===== config.mk =====
export PLATFORM = sky130hd
export DESIGN_NAME = pc_sequencer
export DESIGN_NICKNAME = d
export VERILOG_FILES = /design/src/rtl/pc_sequencer.sv
export SDC_FILE = /design/constraint.sdc
export NUM_CORES = 1
export LEC_CHECK = 0
export CAP_MARGIN = 20
export CORE_UTILIZATION = 48
export CTS_BUF_LIST = sky130_fd_sc_hd__clkbuf_8
export DETAILED_ROUTE_END_ITERATION = 6
export PLACE_DENSITY_LB_ADDON = 0.3
export RECOVER_POWER = 100
export SLEW_MARGIN = 25
export SYNTH_ARGS = -nofsm -noshare
export SYNTH_HDL_FRONTEND = slang
export SYNTH_SLANG_ARGS = --single-unit

===== constraint.sdc =====
create_clock -name clk -period 9.7 [get_ports clk]
set_input_delay 1.94 -clock clk [delete_from_list [all_inputs] [get_ports clk]]
set_output_delay 1.94 -clock clk [all_outputs]
set_load 0.005 [all_outputs]

===== src/rtl/pc_sequencer.sv =====
// rtl/pc_sequencer.sv - PC sequencer with priority redirect mux and optional return-address stack (macro PC_SEQUENCER_RAS_EN)
module pc_sequencer #(
   parameter int              XLEN      = 32,
   parameter logic [XLEN-1:0] RESET_VEC = 32'h0000_3000,
   parameter int              RAS_DEPTH = 4
) (
   input  logic            clk,
   input  logic            rst,
   input  logic            stall,
   input  logic            br_take,
   input  logic [15:0]     br_offset,
   input  logic            j_take,
   input  logic [25:0]     j_addr,
   input  logic            jr_take,
   input  logic [XLEN-1:0] jr_target,
   input  logic            call,
   input  logic            ret,
   output logic [XLEN-1:0] pc,
   output logic [XLEN-1:0] pc_plus4,
   output logic            redirect,
   output logic [XLEN-1:0] ras_top,
   output logic            ras_empty,
   output logic            ras_full
);

   logic [XLEN-1:0] brTgt;
   logic [XLEN-1:0] jTgt;
   logic [XLEN-1:0] nextPc;
   logic            anyTake;
   logic            accept;

   assign pc_plus4 = pc + XLEN'(4);
   assign brTgt    = pc_plus4 + ({{(XLEN-16){br_offset[15]}}, br_offset} << 2);
   assign jTgt     = {pc_plus4[XLEN-1:28], j_addr, 2'b00};
   assign anyTake  = jr_take | j_take | br_take;
   // A redirect always wins over stall; otherwise stall freezes the whole sequencer.
   assign accept   = anyTake | ~stall;

   // Next-PC priority mux: register jump, region jump, branch, then fall-through.
   always_comb begin
      nextPc = pc_plus4;
      if (jr_take)
         nextPc = jr_target;
      else if (j_take)
         nextPc = jTgt;
      else if (br_take)
         nextPc = brTgt;
   end

   // PC and redirect flag registers; redirect marks the cycle after any taken transfer.
   always_ff @(posedge clk or posedge rst) begin
      if (rst) begin
         pc       <= RESET_VEC;
         redirect <= 1'b0;
      end else begin
         if (accept)
            pc <= nextPc;
         redirect <= anyTake;
      end
   end

`ifdef PC_SEQUENCER_RAS_EN
   localparam int             SPW      = (RAS_DEPTH > 1) ? $clog2(RAS_DEPTH) : 1;
   localparam logic [SPW-1:0] SP_ONE   = SPW'(1);
   localparam logic [SPW:0]   CNT_ONE  = (SPW+1)'(1);
   localparam logic [SPW:0]   CNT_MAX  = (SPW+1)'(RAS_DEPTH);

   logic [XLEN-1:0] rasMem [RAS_DEPTH];
   logic [SPW-1:0]  rasSp;
   logic [SPW:0]    rasCnt;
   logic [SPW-1:0]  topIdx;
   logic [SPW-1:0]  wrIdx;
   logic            callOk;
   logic            retOk;
   logic            replaceTop;

   assign callOk     = call & accept;
   assign retOk      = ret & accept;
   assign topIdx     = rasSp - SP_ONE;
   assign ras_empty  = (rasCnt == '0);
   assign ras_full   = (rasCnt == CNT_MAX);
   assign replaceTop = callOk & retOk & ~ras_empty;
   // The write slot is the free slot above top; once full it is the oldest entry, giving circular overwrite.
   assign wrIdx      = replaceTop ? topIdx : rasSp;
   assign ras_top    = ras_empty ? '0 : rasMem[topIdx];

   // Stack pointer and occupancy; sp points at the next free slot.
   always_ff @(posedge clk or posedge rst) begin
      if (rst) begin
         rasSp  <= '0;
         rasCnt <= '0;
      end else if (replaceTop) begin
         rasSp  <= rasSp;
      end else if (callOk) begin
         rasSp <= rasSp + SP_ONE;
         if (!ras_full)
            rasCnt <= rasCnt + CNT_ONE;
      end else if (retOk && !ras_empty) begin
         rasSp  <= rasSp - SP_ONE;
         rasCnt <= rasCnt - CNT_ONE;
      end
   end

   // Entry storage is not reset; writes are blocked while rst is high so a reset drops the push.
   always_ff @(posedge clk) begin
      if (!rst && callOk)
         rasMem[wrIdx] <= pc_plus4;
   end
`else
   logic unusedRas;

   assign unusedRas = call ^ ret;
   assign ras_top   = '0;
   assign ras_empty = 1'b1;
   assign ras_full  = 1'b0;
`endif

endmodule


==> Word level (Yosys, flattened, before mapping) <==
Index checks and enable logic that the tools add are counted.
{ "word_totals": {"regBits": 33, "in_bits": 82, "out_inout_bits": 99, "elab_cells": 11} }
{ "op_classes": {"n_addsub": 2, "muxes": 3, "bitwise_logic": 4} }
{ "op_table": {"columns": ["op", "n"], "rows": [
  ["32-bit two-way mux", 3],
  ["32-bit by 3-bit adder with 32-bit output (second input constant)", 1],
  ["32-bit adder", 1],
  ["1-bit bitwise OR", 3],
  ["1-bit NOT", 1]
]} }

==> Logic depth before layout (Yosys ltp) <==
{ "depth": {"depth_word": 5, "ltp_mapped": 17, "depth_no_buf": 16} }

==> Worst setup path after synthesis <==
OpenSTA, ideal clock, no wires.
{ "synth_path": {"kind": "in2reg", "start": "input port br_offset[0]", "end": "register pc[28]", "setup_ps": 131, "arrival_time_ps": 4345, "t_required_ps": 9569, "setup_slack_ps": 5224, "stages": 11, "n_path_buf": 0, "cell_sequence": "ha_1 -> fa_1 -> a211oi_1 -> o211ai_1 -> a41oi_2 -> o21bai_1 -> a221oi_2 -> nor3_1 -> or3_1 -> a21oi_1 -> o31ai_1"} }
{ "synth_between": {"elab_chain_cells": 4} }
{ "synth_rtl": {"columns": ["item", "line_no", "source"], "rows": [
  ["start: declaration", "11", "input logic [15:0] br_offset,"],
  ["32-bit adder", "33", "assign brTgt = pc_plus4 + ({{(XLEN-16){br_offset[15]}}, br_offset} << 2);"],
  ["32-bit two-way mux", "46", "else if (br_take)"],
  ["32-bit two-way mux", "44", "else if (j_take)"],
  ["32-bit two-way mux", "42", "if (jr_take)"],
  ["end signal: assignment", "57", "pc <= nextPc;"],
  ["end: declaration", "18", "output logic [XLEN-1:0] pc,"]
]} }
Every way passes these cells.
A chain may end at the register's enable or synchronous reset.

==> Worst setup path after layout <==
{ "layout_path": {"start": "input port br_offset[0]", "end": "register pc[26]"} }
The elaborated chain is that of the path after synthesis.

==> results by group <==
Place
  • HPWL after DPL: 10900 µm
  • Number of port buffers: approximately 140
  • Placed cell count: 771
  • Routability cong.: 0.961

Clock network
  • Worst-Skew Late Latency: 0.29 ns
  • Longest Clk Path Bufs: 2
  • Post-CTS sizing: 0
  • H-tree Lvls: 2
  • Clock sinks: 33
  • Post-CTS Setup Inserts: 0
  • CTS tree: built
  • Clk pin slew, worst setup/hold paths: about 0.080 ns
  • Clock buffer count from CTS: 5
  • Hold buffer count at cts: 0
  • CTS root buf: clkbuf_8

Critical path
  • Critical path buffer and inverter count: 1
  • Critical path's slowest cell: o41ai_1
  • Critical Path Max Stage Delay: 0.89 ns
  • Reg2reg end: pc[26]
  • CP Cell Sequence: dlygate4sd3_1, ha_1, fa_1, a211oi_1, o211ai_1, a41oi_1, o21a_1, o41ai_1, a21boi_0, xnor2_1, a2111oi_0, a211oi_1
  • CP Data Arrival Time: 5.82 ns
  • Crit path launch type: primary input
  • Worst-path maximum fanout: 3
  • Critical Path End Type: flip-flop
  • Required @ worst endpoint: 9.85 ns
  • CP delay by family, top: compound AO/OA/AOI/OAI gates
  • Setup slack, reg-to-reg: 5.17 ns
  • RR Startpoint: pc[2]
  • Most used cell, CP: a211oi_1
  • CP Class: primary input to flip-flop
  • R2R cell count: 13

Drt
  • DRT antenna net count: 0
  • Wirelength, routed: ~14000 µm
  • Vias: 4635
  • Routed len/inst: 18.6 µm
  • Vias per cell: 5.95
  • Remaining DRCs: 0
  • Drt pass-1 iters: 5
  • Initial DRC Count: 244

Floorplan
  • Die H: 95.8 µm
  • Initial Utilization: 0.504
  • Top Ports: 181
  • Num rows: 33
  • Core Region: 0.00838 mm²
  • Die width: between 90 and 100 µm
  • Total die area: between 0.009 and 0.01 mm²

Timing
  • Worst-margin pin slew: 2.03 ns
  • Worst clock skew: ~0.0075 ns
  • Final hold slack: 0.521 ns
  • Crit share post-route: 0.584
  • FMAX: between 0.15 and 0.2 GHz
  • # setup viols final: 0
  • Final Hold Viols: 0
  • Pins over their slew limit: roughly 60
  • Setup TNS: 0 ns
  • Relative slew slack: -0.354
  • Period minus WS final: 5.67 ns
  • Unrepaired setup endpoints after global routing: no

Run status
  • Failing checks: max-capacitance violations, max-slew violations
  • Outcome: finished, violations left

Hold path
  • Hold path depth: 1
  • Hold Path Sink: pc[0]
  • Hold WC Path Type: flip-flop to flip-flop
  • Hold Startpoint: pc[0]

GRT
  • Vias in the first global route: 4404
  • Largest net degree at the start of global routing: 39
  • GRT Util Overall: 0.319
  • First-pass GRT wire length: approximately 22000 µm
  • Total grt overflow: 0
  • Initial antenna violation count: 0

Run
  • Max-cap violations: 2

Yosys
  • Sequential fraction of the synthesis area: 0.196
  • Primary FF master, synth: dfrtp_1
  • Syn_area_per_cell: about 7.7 µm²
  • Synthesized netlist cell count: 547
  • Post-Synthesis Cell Area: around 0.0042 mm²
  • Yosys reg bits: 33
  • Post-synth EDFFs: 0
  • Distinct cells, synth: 59
  • FFs w/ async S/R, synth: 1.00
  • Yosys warns: 0

Cells and area
  • Non-filler cells, final: 779
  • Synth-to-layout area growth: 33.9%
  • Nets: 792
  • ANT cells: 0
  • Fillcell total: roughly 730
  • Layout cells sized above 1: 0.0208

Power and ir drop
  • Leakage: 0.00242 µW
  • PwrDens: between 100 and 150 mW/mm²
  • Worst vdd ir: 72.2 µV
## routing by layer
| layer | vias up | wire [µm] | track usage |
|---|---|---|---|
| met5 | - | 0 | 0 |
| met3 | 36 | 1090 | 0.0292 |
| met4 | 0 | 471 | 0.126 |
| li1 | 2187 | - | - |
| met2 | 234 | 6880 | 0.551 |
| met1 | 2178 | 6060 | 0.408 |
## cell type report
type / count / area, µm² / share of cell area
Timing Repair Buffer: 147 / 1460 / 0.258
Clock inverter: 2 / 33.8 / 0.00598
Clock buffer: 6 / 82.6 / 0.0146
Tap cell: 105 / 131 / 0.0232
Multi-Input combinational cell: 474 / 3070 / 0.543
Sequential cell: 33 / 828 / 0.147
Inverter: 12 / 45.0 / 0.00797
## placed cells by master (no fill, tap or decap), drive strengths merged, types with 5 or more instances in the layout
cell           instances
mux2i                  7
a21oi                 47
and2                   5
conb                  34
nor2                  42
a221oi                 6
inv                   13
xor2                  24
and4                   7
nand2                 60
nand3                 14
o21ai                 38
clkbuf                 7
dlygate4sd3           69
a21o                  15
nand4                  9
nor3                   6
clkdlybuf4s50         75
o21a                   5
o22ai                  8
a22oi                  8
dfrtp                 31
ha                    36
o211ai                 7
a211oi                 7
and3                  10
xnor2                 31
## cells by family after synthesis
family,share of synthesized area
AO/OA/AOI/OAI,0.282
AND/OR/NAND/NOR,0.180
buffers and inverters,0.0981
XOR/XNOR,0.114
adder cells (fa/ha/maj),0.111
flip-flops,0.196
multiplexers,0.0166
other,0.00178
## registers in the layout (all words and copies together), names as in the netlist
signal and count:
pc 32, redirect 1
## cell usage after synthesis (all sizes together) (3+ instances only)
library cell / n / area [µm²]
nand2: 60 / 225
a21oi: 47 / 235
nor2: 42 / 158
buf: 41 / 298
o21ai: 38 / 190
ha: 36 / 450
dfrtp: 31 / 776
xnor2: 31 / 272
xor2: 24 / 210
clkbuf: 19 / 71.3
a21o: 15 / 113
nand3: 14 / 70.1
inv: 12 / 45.0
and3: 10 / 62.6
nand4: 9 / 56.3
a22oi: 8 / 60.1
o22ai: 8 / 50.1
a211oi: 7 / 52.6
and4: 7 / 66.3
mux2i: 7 / 70.1
o211ai: 7 / 52.6
a221oi: 6 / 65.1
nor3: 6 / 30.0
and2: 5 / 31.3
o21a: 5 / 37.5
a21boi: 4 / 30.0
a31oi: 4 / 25.0
o31ai: 4 / 30.0
or3: 4 / 25.0
a222oi: 3 / 30.0
o21bai: 3 / 22.5
o221ai: 3 / 26.3
## worst max-delay path by stage
| stage | end | startpoint | cells after the start | slack (ns) |
|---|---|---|---|---|
| 6_report | pc[26] | br_offset[0] | 12 | 4.03 |
| 5_1_grt | pc[26] | br_offset[0] | 12 | 3.95 |
| 4_1_cts | pc[31] | br_offset[15] | 11 | 4.57 |
| 3_5_place_dp | pc[31] | br_offset[15] | 11 | 4.28 |
| 3_3_place_gp | pc[28] | br_offset[0] | 12 | 4.32 |
| 2_1_floorplan | pc[28] | br_offset[0] | 11 | 5.22 |
## where the power goes
| group | internal, µW | switching (µW) |
|---|---|---|
| Combinational | 194 | 200 |
| Clock | 82.9 | 58.9 |
| Sequential | 155 | 26.0 |
## through the flow
stage	area, µm²	utilization	setup slack (ns)	power [µW]
final	5650	0.674	4.03	718
after global routing	5650	0.674	3.95	769
after CTS	5680	0.678	4.57	734
after detailed placement	5570	0.664	4.28	590
after global placement	5570	0.664	4.32	581
after floorplan	4340	-	5.22	435
No activity file was read; power rests on OpenSTA's default activity.
